--- src/rtl/if_fetch_stage_pkg.sv ---
// Shared types and constants for the instruction-fetch stage and its bus interface.
package if_fetch_stage_pkg;

    localparam int unsigned STALL_W     = 6;
    localparam int unsigned ADDR_W      = 32;
    localparam int unsigned BR_WD       = 33;
    localparam int unsigned IF_TO_ID_WD = 33;

    localparam logic STOP    = 1'b1;
    localparam logic NO_STOP = 1'b0;

    localparam logic [ADDR_W-1:0] RESET_PC_DEF = 32'hbfbf_fffc;

    typedef struct packed {
        logic              br_e;
        logic [ADDR_W-1:0] br_addr;
    } br_bus_t;

    typedef struct packed {
        logic              ce;
        logic [ADDR_W-1:0] pc;
    } if_to_id_t;

    function automatic logic misaligned(input logic [ADDR_W-1:0] addr);
        return addr[1:0] != 2'b00;
    endfunction

endpackage

--- src/rtl/if_fetch_stage_if.sv ---
// Fetch-stage bus bundle: pipeline control in, decode/SRAM/exception signals out.
interface if_fetch_stage_if;
    import if_fetch_stage_pkg::*;

    logic [STALL_W-1:0] stall;
    logic               flush;
    logic [ADDR_W-1:0]  flush_pc;
    br_bus_t            br_bus;
    if_to_id_t          if_to_id_bus;
    logic               inst_sram_en;
    logic [3:0]         inst_sram_wen;
    logic [ADDR_W-1:0]  inst_sram_addr;
    logic [ADDR_W-1:0]  inst_sram_wdata;
    logic               if_excp;
    logic [ADDR_W-1:0]  if_badvaddr;

    modport master (
        input  stall, flush, flush_pc, br_bus,
        output if_to_id_bus, inst_sram_en, inst_sram_wen, inst_sram_addr,
               inst_sram_wdata, if_excp, if_badvaddr
    );

    modport slave (
        output stall, flush, flush_pc, br_bus,
        input  if_to_id_bus, inst_sram_en, inst_sram_wen, inst_sram_addr,
               inst_sram_wdata, if_excp, if_badvaddr
    );
endinterface

--- src/rtl/if_fetch_stage_mmu_fetch.sv ---
// Fixed-mapping translation: kseg0/kseg1 fold onto low physical memory, all else passes through.
module mmu_fetch
    import if_fetch_stage_pkg::*;
(
    input  logic [ADDR_W-1:0] vaddr_i,
    output logic [ADDR_W-1:0] paddr_o
);
    always_comb begin
        paddr_o = vaddr_i;
        if (vaddr_i[31:29] == 3'b100 || vaddr_i[31:29] == 3'b101) begin
            paddr_o = {3'b000, vaddr_i[28:0]};
        end
    end
endmodule

--- src/rtl/if_fetch_stage.sv ---
// MIPS IF stage: PC register, next-PC select with stalled-branch latch, SRAM request and AdEL flag.
module if_fetch_stage
    import if_fetch_stage_pkg::*;
#(
    parameter logic [ADDR_W-1:0] RESET_PC = RESET_PC_DEF
) (
    input  logic               clk,
    input  logic               rst,
    if_fetch_stage_if.master   bus
);
    br_bus_t           br;
    logic              adv_c;
    logic              next_mis_c;
    logic [ADDR_W-1:0] next_pc_c;
    logic [ADDR_W-1:0] paddr_c;
    logic              unused_stall;

    logic              ce_q, ce_d;
    logic [ADDR_W-1:0] pc_q, pc_d;
    logic              pend_valid_q, pend_valid_d;
    logic [ADDR_W-1:0] pend_addr_q, pend_addr_d;
    logic              excp_q, excp_d;
    logic [ADDR_W-1:0] badv_q, badv_d;

    assign br           = bus.br_bus;
    assign unused_stall = ^bus.stall[STALL_W-1:1];
    assign adv_c        = bus.flush | (bus.stall[0] == NO_STOP);
    assign next_mis_c   = misaligned(next_pc_c);

    // Redirect priority: flush, live branch, latched branch, sequential
    always_comb begin
        next_pc_c = pc_q + ADDR_W'(4);
        if (bus.flush) begin
            next_pc_c = bus.flush_pc;
        end else if (br.br_e) begin
            next_pc_c = br.br_addr;
        end else if (pend_valid_q) begin
            next_pc_c = pend_addr_q;
        end
    end

    always_comb begin
        pc_d         = pc_q;
        ce_d         = ce_q;
        pend_valid_d = pend_valid_q;
        pend_addr_d  = pend_addr_q;
        excp_d       = excp_q;
        badv_d       = badv_q;
        if (adv_c) begin
            pc_d         = next_pc_c;
            ce_d         = 1'b1;
            pend_valid_d = 1'b0;
            excp_d       = next_mis_c;
            badv_d       = next_mis_c ? next_pc_c : '0;
        end else if (br.br_e) begin
            // Decode won't re-present the branch after a stall, so remember it
            pend_valid_d = 1'b1;
            pend_addr_d  = br.br_addr;
        end
    end

    always_ff @(posedge clk) begin
        if (rst) begin
            pc_q         <= RESET_PC;
            ce_q         <= 1'b0;
            pend_valid_q <= 1'b0;
            pend_addr_q  <= '0;
            excp_q       <= 1'b0;
            badv_q       <= '0;
        end else begin
            pc_q         <= pc_d;
            ce_q         <= ce_d;
            pend_valid_q <= pend_valid_d;
            pend_addr_q  <= pend_addr_d;
            excp_q       <= excp_d;
            badv_q       <= badv_d;
        end
    end

    mmu_fetch u_mmu (
        .vaddr_i (next_pc_c),
        .paddr_o (paddr_c)
    );

    assign bus.if_to_id_bus    = '{ce: ce_q, pc: pc_q};
    assign bus.inst_sram_en    = ce_q & adv_c & ~next_mis_c;
    assign bus.inst_sram_wen   = 4'b0000;
    assign bus.inst_sram_addr  = paddr_c;
    assign bus.inst_sram_wdata = '0;
    assign bus.if_excp         = excp_q;
    assign bus.if_badvaddr     = badv_q;
endmodule

--- src/flat_wrapper.sv ---
// flat-port wrapper written by rule: the top's interface ports become plain ports
module if_fetch_stage_flat import if_fetch_stage_pkg::*;
#(
    parameter logic [ADDR_W-1:0] RESET_PC = RESET_PC_DEF
)
  (clk, rst, bus_stall, bus_flush, bus_flush_pc, bus_br_bus, bus_if_to_id_bus, bus_inst_sram_en, bus_inst_sram_wen, bus_inst_sram_addr, bus_inst_sram_wdata, bus_if_excp, bus_if_badvaddr);
  if_fetch_stage_if bus_i ();
  input  logic clk;
  input  logic rst;
  input wire logic [$bits(bus_i.stall)-1:0] bus_stall;
  input wire logic [$bits(bus_i.flush)-1:0] bus_flush;
  input wire logic [$bits(bus_i.flush_pc)-1:0] bus_flush_pc;
  input wire logic [$bits(bus_i.br_bus)-1:0] bus_br_bus;
  output wire logic [$bits(bus_i.if_to_id_bus)-1:0] bus_if_to_id_bus;
  output wire logic [$bits(bus_i.inst_sram_en)-1:0] bus_inst_sram_en;
  output wire logic [$bits(bus_i.inst_sram_wen)-1:0] bus_inst_sram_wen;
  output wire logic [$bits(bus_i.inst_sram_addr)-1:0] bus_inst_sram_addr;
  output wire logic [$bits(bus_i.inst_sram_wdata)-1:0] bus_inst_sram_wdata;
  output wire logic [$bits(bus_i.if_excp)-1:0] bus_if_excp;
  output wire logic [$bits(bus_i.if_badvaddr)-1:0] bus_if_badvaddr;
  assign bus_i.stall = bus_stall;
  assign bus_i.flush = bus_flush;
  assign bus_i.flush_pc = bus_flush_pc;
  assign bus_i.br_bus = bus_br_bus;
  assign bus_if_to_id_bus = bus_i.if_to_id_bus;
  assign bus_inst_sram_en = bus_i.inst_sram_en;
  assign bus_inst_sram_wen = bus_i.inst_sram_wen;
  assign bus_inst_sram_addr = bus_i.inst_sram_addr;
  assign bus_inst_sram_wdata = bus_i.inst_sram_wdata;
  assign bus_if_excp = bus_i.if_excp;
  assign bus_if_badvaddr = bus_i.if_badvaddr;
  if_fetch_stage #(.RESET_PC(RESET_PC)) u_core (.clk(clk), .rst(rst), .bus(bus_i));
endmodule
--- config.mk ---
export PLATFORM = sky130hd
export DESIGN_NAME = if_fetch_stage_flat
export DESIGN_NICKNAME = d
export VERILOG_FILES = /design/src/rtl/if_fetch_stage_pkg.sv /design/src/rtl/if_fetch_stage_if.sv /design/src/rtl/if_fetch_stage_mmu_fetch.sv /design/src/rtl/if_fetch_stage.sv /design/src/flat_wrapper.sv
export SDC_FILE = /design/constraint.sdc
export NUM_CORES = 1
export LEC_CHECK = 0
export CAP_MARGIN = 0
export CORE_ASPECT_RATIO = 1.5
export CORE_MARGIN = 2
export CORE_UTILIZATION = 30
export CTS_CLUSTER_SIZE = 24
export DETAILED_ROUTE_END_ITERATION = 10
export PLACE_DENSITY_LB_ADDON = 0.15
export SLEW_MARGIN = 20
export SYNTH_ARGS = -nofsm -noshare
export SYNTH_HDL_FRONTEND = slang
export SYNTH_SLANG_ARGS = --single-unit
--- constraint.sdc ---
create_clock -name clk -period 3.06 [get_ports clk]
set_input_delay 0.612 -clock clk [delete_from_list [all_inputs] [get_ports clk]]
set_output_delay 0.612 -clock clk [all_outputs]
set_load 0.05 [all_outputs]
## Word-level counts from Yosys, hierarchy flattened

Cells that the tools add are included.

| storage, ports and cells | value |
|---|---|
| output and inout port bits | 135 |
| input bits | 74 |
| flip-flop bits (word level) | 99 |

| operators by class | value |
|---|---|
| bitwise operators | 6 |
| equal/unequal tests | 2 |
| reductions and logical operators | 4 |
| muxes and demuxes | 5 |
| add/subtract/negate cells | 1 |

Operators by type and width:

| operator | number |
|---|---|
| $mux W32 | 5 |
| $add A32 B3 Y32 const B | 1 |
| $eq A3 B3 Y1 const B | 2 |
| $not A1 Y1 | 3 |
| $and A1 B1 Y1 | 2 |
| $reduce_and A2 Y1 | 1 |
| $reduce_bool A2 Y1 | 1 |
| $reduce_or A2 Y1 | 1 |
| $logic_or A1 B1 Y1 | 1 |
| $or A1 B1 Y1 | 1 |

## Logic depth before layout (Yosys ltp)

| depth | value |
|---|---|
| depth in word-level cells | 7 |
| gate-level depth with buffers | 10 |
| depth with buffers taken out | 8 |

## Hierarchy

Synthesis repeated with hierarchy kept, for this count alone.

| unflattened totals | value |
|---|---|
| cells, all modules | 747 |
| area, all modules | 5795.6 um^2 |

Modules (own cells, without submodules):

| module | instances | sequential area each (um^2) | cells an instance | area each (um^2) |
|---|---|---|---|---|
| if_fetch_stage | 1 | 1981.9 | 714 | 5555.3 |
| mmu_fetch | 1 | 0.0 | 33 | 240.2 |

## Least setup slack after synthesis

Ideal clock, no wire load.

| timing path | value |
|---|---|
| path kind | reg-to-output |
| start | register u_core.pc_q[2] |
| end | output port bus_inst_sram_addr[29] |
| buffers on the path | 1 |
| path slack | -1081 ps |
| arrival | 3529 ps |
| cell stages (with the launch flop) | 10 |
| cells stage by stage | dfxtp_1 > ha_1 > nand2_1 > or4_4 > buf_6 > nor3_2 > xnor2_1 > o22a_1 > inv_1 > a2bb2oi_1 |

| between the ends | value |
|---|---|
| longest elaborated chain between the ends | 7 |

Ends and longest elaborated chain:

| item | line | source |
|---|---|---|
| start, declared | if_fetch_stage.sv:19 | `logic [ADDR_W-1:0] pc_q, pc_d;` |
| start signal, assigned | if_fetch_stage.sv:71 | `pc_q <= pc_d;` |
| $add A32 B3 Y32 * | if_fetch_stage.sv:32 | `next_pc_c = pc_q + ADDR_W'(4);` |
| $mux W32 * | if_fetch_stage.sv:37 | `end else if (pend_valid_q) begin` |
| $mux W32 * | if_fetch_stage.sv:35 | `end else if (br.br_e) begin` |
| $mux W32 * | if_fetch_stage.sv:33 | `if (bus.flush) begin` |
| $eq A3 B3 Y1 | if_fetch_stage_mmu_fetch.sv:10 | `if (vaddr_i[31:29] == 3'b100 \|\| vaddr_i[31:29] == 3'b101) begin` |
| $logic_or A1 B1 Y1 | if_fetch_stage_mmu_fetch.sv:10 |  |
| $mux W32 * | if_fetch_stage_mmu_fetch.sv:10 |  |
| end, declared | flat_wrapper.sv:17 | `output wire logic [$bits(bus_i.inst_sram_addr)-1:0] bus_inst_sram_addr;` |

Mark *: on every way between the ends. The rest lies on a longest branch, timed or not.

## Final worst setup path

| timing path | value |
|---|---|
| start | register u_core.pc_q[3] |
| end | output port bus_inst_sram_addr[22] |

| between the ends | value |
|---|---|
| longest elaborated chain between the ends | 5 |

Ends and longest elaborated chain:

| item | line |
|---|---|
| $add A32 B3 Y32 | if_fetch_stage.sv:32 |
| $mux W32 | if_fetch_stage.sv:37 |
| $mux W32 | if_fetch_stage.sv:35 |
| $mux W32 | if_fetch_stage.sv:33 |
| $mux W32 | if_fetch_stage_mmu_fetch.sv:10 |

Every way passes these cells.

==> results.sh <==
export IMPL_cp_cell_sequence="buf_4 -> ha_4 -> nand2_4 -> or4_4 -> o31a_1 -> o311a_1 -> a21oi_2 -> a21oi_2 -> buf_6"
export IMPL_grt_max_degree=29
export IMPL_die_area_sq_um=20400
export IMPL_worst_path_max_fanout=6
export IMPL_cts_hold_buf=0
export IMPL_dieHeight_um=174
export IMPL_rsz0062_at_grt="yes"
export IMPL_firstDrtPassIters=4
export IMPL_reg2reg_to="u_core.pc_q[20]$_SDFFE_PP1N_"
export IMPL_tightest_slew_ns=0.849
export IMPL_final_cells=1229
export IMPL_slowest_stage="or4_4"
export IMPL_crit_path_end_kind="output port"
export IMPL_insertion_delay_ns=0.36
export IMPL_ant_nets=0
export IMPL_cp_common_cell="a21oi_2"
export IMPL_die_x_um=117
export IMPL_required_ns=2.45
export IMPL_switching_share_pct=38.4
export IMPL_path_buf_inv=2
export IMPL_clk_pin_slew_ns=0.07
export IMPL_violations="negative setup slack"
export IMPL_tritoncts="yes"
export IMPL_power_density_nw_per_um2=478
export IMPL_grt_ovfl_total=0
export IMPL_cts_root_buffer="clkbuf_16"
export IMPL_r2r_setup_slack_ns=0.08
export IMPL_hold_viol=0
export IMPL_drive_above_1_share_pct=28.3
export IMPL_synth_seq_cells=99
export IMPL_synthTopCellsByCount="nand2_1, dfxtp_1, a21oi_1"
export IMPL_routabilityCongestion=0.918
export IMPL_p_seq_share_pct=32.6
export IMPL_antenna_cells=0
export IMPL_area_delta_synth_final_pct=59.9
export IMPL_rr_startpoint="u_core.pc_q[3]$_SDFFE_PP1N_"
export IMPL_vias=6263
export IMPL_crit_path_start_kind="register"
export IMPL_min_from="u_core.bus.if_excp$_SDFFE_PP0N_"
export IMPL_port_buffers=167
export IMPL_setup_ws_ns=-0.229
export IMPL_grt_pass1_wl_um=35600
export IMPL_drv_slew=0
export IMPL_min_to="u_core.bus.if_excp$_SDFFE_PP0N_"
export IMPL_clock_sinks=99
export IMPL_async_reset_ff_share_pct=0
export IMPL_wl_per_cell_um=19.4
export IMPL_synth_top_area_cell="dfxtp_1"
export IMPL_wl_um=23800
export IMPL_critical_path_class="register to output port"
export IMPL_start_util_pct=30.4
export IMPL_fin_skew_ns=0.00706
export IMPL_ys_types=64
export IMPL_synth_edf_count=0
export IMPL_fin_nets=1043
export IMPL_arrival_ns=2.68
export IMPL_hpwl_um=17800
export IMPL_ir_drop_mv=0.267
export IMPL_antenna_found_initial=0
export IMPL_pwr_share_comb_pct=40.6
export IMPL_period_minus_slack_ns=3.29
export IMPL_dp_cells=1191
export IMPL_status="complete, but fails checks"
export IMPL_via_per_inst=5.10
export IMPL_p_sw_mw=1.70
export IMPL_place_area_sq_um=8290
export IMPL_cpPeakStageDelay_ns=0.61
export IMPL_yosys_warnings=0
export IMPL_final_area_sq_um=9240
export IMPL_synth_area_per_cell_sq_um=7.68
export IMPL_n_fill_cell=1852
export IMPL_synth_top_area_share_pct=34.3
export IMPL_synth_sequential_area_ratio_pct=34.3
export IMPL_synth_area_leaders="dfxtp_1, buf_4, nand2_1, a21oi_1, nor2_1"
export IMPL_synth_cells=752
export IMPL_p_int_mw=2.72
export IMPL_clk_path_buf_depth=2
export IMPL_hold_class="register to register"
export IMPL_max_slew_margin_rel_pct=42.9
export IMPL_cts_buffers=9
export IMPL_multiInputGateArea_sq_um=3600
export IMPL_synth_most_common_cell="nand2_1"
export IMPL_max_freq_mhz=304
export IMPL_p_leak_nw=3.71
export IMPL_rows=62
export IMPL_setup_viol=16
export IMPL_core_sq_um=19000
export IMPL_pre_cts_ws_ns=-0.106
export IMPL_drc=0
export IMPL_pin_count=209
export IMPL_ys_flop_type="dfxtp_1"
export IMPL_grt_pass1_vias=6192
export IMPL_drt_iter0_drc=313
export IMPL_regArea_sq_um=2030
export IMPL_clockPowerShare_pct=26.7
export IMPL_reg2regPathDepth=16
export IMPL_grtUsageTotal_pct=22.7
export IMPL_holdPathStages=2
export IMPL_syn_cell_area_sq_um=5780
export IMPL_cap_violations=0
export IMPL_crit_family="compound AO/OA/AOI/OAI gates"
export IMPL_period_share_pct=107
export IMPL_h_tree_depth=3
[power by group through the flow]
| stage | Sequential [mW] | Clock, mW | Combinational (mW) |
|---|---|---|---|
| after detailed placement | 1.47 | 0 | 1.66 |
| after global routing | 1.45 | 1.26 | 1.88 |
| after global placement | 1.47 | 0 | 1.66 |
| final | 1.44 | 1.18 | 1.80 |
| after CTS | 1.44 | 1.20 | 1.75 |
| after floorplan | 1.72 | 0 | 0.779 |
[registers in the layout, indices dropped and copies added (netlist names)]
signal and count:
u_core.bus.if_badvaddr 32, u_core.pc_q 32, u_core.ce_q 1, u_core.pend_valid_q 1, u_core.bus.if_excp 1, u_core.pend_addr_q 32
[per-stage QoR]
stage	TNS (ns)	util, %	hold WS, ns	total power, mW
6_report	-1.47	48.6	0.439	4.42
5_1_grt	-2.75	48.6	0.469	4.59
4_1_cts	-1.69	47.1	0.445	4.38
3_5_place_dp	-0.501	43.6	0.434	3.13
3_3_place_gp	-0.478	43.6	0.434	3.13
2_1_floorplan	-0.0287	-	0.431	2.50
[per-layer routing]
layer  vias up  global-route usage (%)  share of wire [%]
met5         -                       0                  0
met4         0                    10.8                4.8
li1       3001                       -                  -
met1      2975                    24.6                 37
met3        57                    2.99                4.0
met2       230                    43.1                 54
[worst min-delay path, delay by kind of cell, from the launching register on]
| kind | cells | cell delay, ns |
|---|---|---|
| and+or+nand+nor | 2 | 0.09 |
| DFF | 1 | 0.31 |
[worst max-delay path by stage]
stage | slack, ns | start | cells after the start | to
3_3_place_gp | -0.1 | bus_br_bus[32] | 8 | bus_inst_sram_addr[19]
3_5_place_dp | -0.11 | bus_br_bus[32] | 10 | bus_inst_sram_addr[23]
6_report | -0.23 | u_core.pc_q[3]$_SDFFE_PP1N_ | 9 | bus_inst_sram_addr[22]
5_1_grt | -0.27 | u_core.pc_q[2]$_SDFFE_PP1N_ | 9 | bus_inst_sram_addr[22]
2_1_floorplan | -0.03 | u_core.pc_q[3]$_SDFFE_PP1N_ | 9 | bus_inst_sram_addr[29]
4_1_cts | -0.21 | u_core.pc_q[11]$_SDFFE_PP1N_ | 8 | bus_inst_sram_addr[22]
[repair_timing]
| action | CTS | global route |
|---|---|---|
| resized for setup | 60 | 43 |
| gates cloned | 0 | 1 |
| pin swaps | 25 | 28 |
| setup endpoints to repair | 20 | 24 |
| setup buffers | 14 | 11 |
[cell families after synthesis]
logic type	count (synthesis)	share of synthesized area, %
simple gates	244	19.7
compound gates	236	26.9
buf+inv	139	13.5
flops	99	34.3
xor+xnor	16	2.43
mux	16	2.88
fa+ha+maj	1	0.217
other cells	1	0.0649
[layout by cell type (no fill, tap or decap), drive strengths merged, types with 13 or more instances in the layout]
| cell | count |
|---|---|
| a22o | 18 |
| nor2 | 50 |
| buf | 156 |
| nand2 | 119 |
| o21ai | 40 |
| dfxtp | 99 |
| conb | 36 |
| clkdlybuf4s50 | 131 |
| nand3 | 13 |
| o21a | 15 |
| inv | 19 |
| a21oi | 89 |
| xnor2 | 13 |
[cell type report]
type	instances	area share, %
repair buffers	289	31.6
inverters	20	0.853
clock inverters	7	0.745
clock buffers	9	2.44
flip-flops and latches	99	22.0
multi-input cells	549	38.9
well taps	256	3.47
Power figures use the tool's default switching activity.
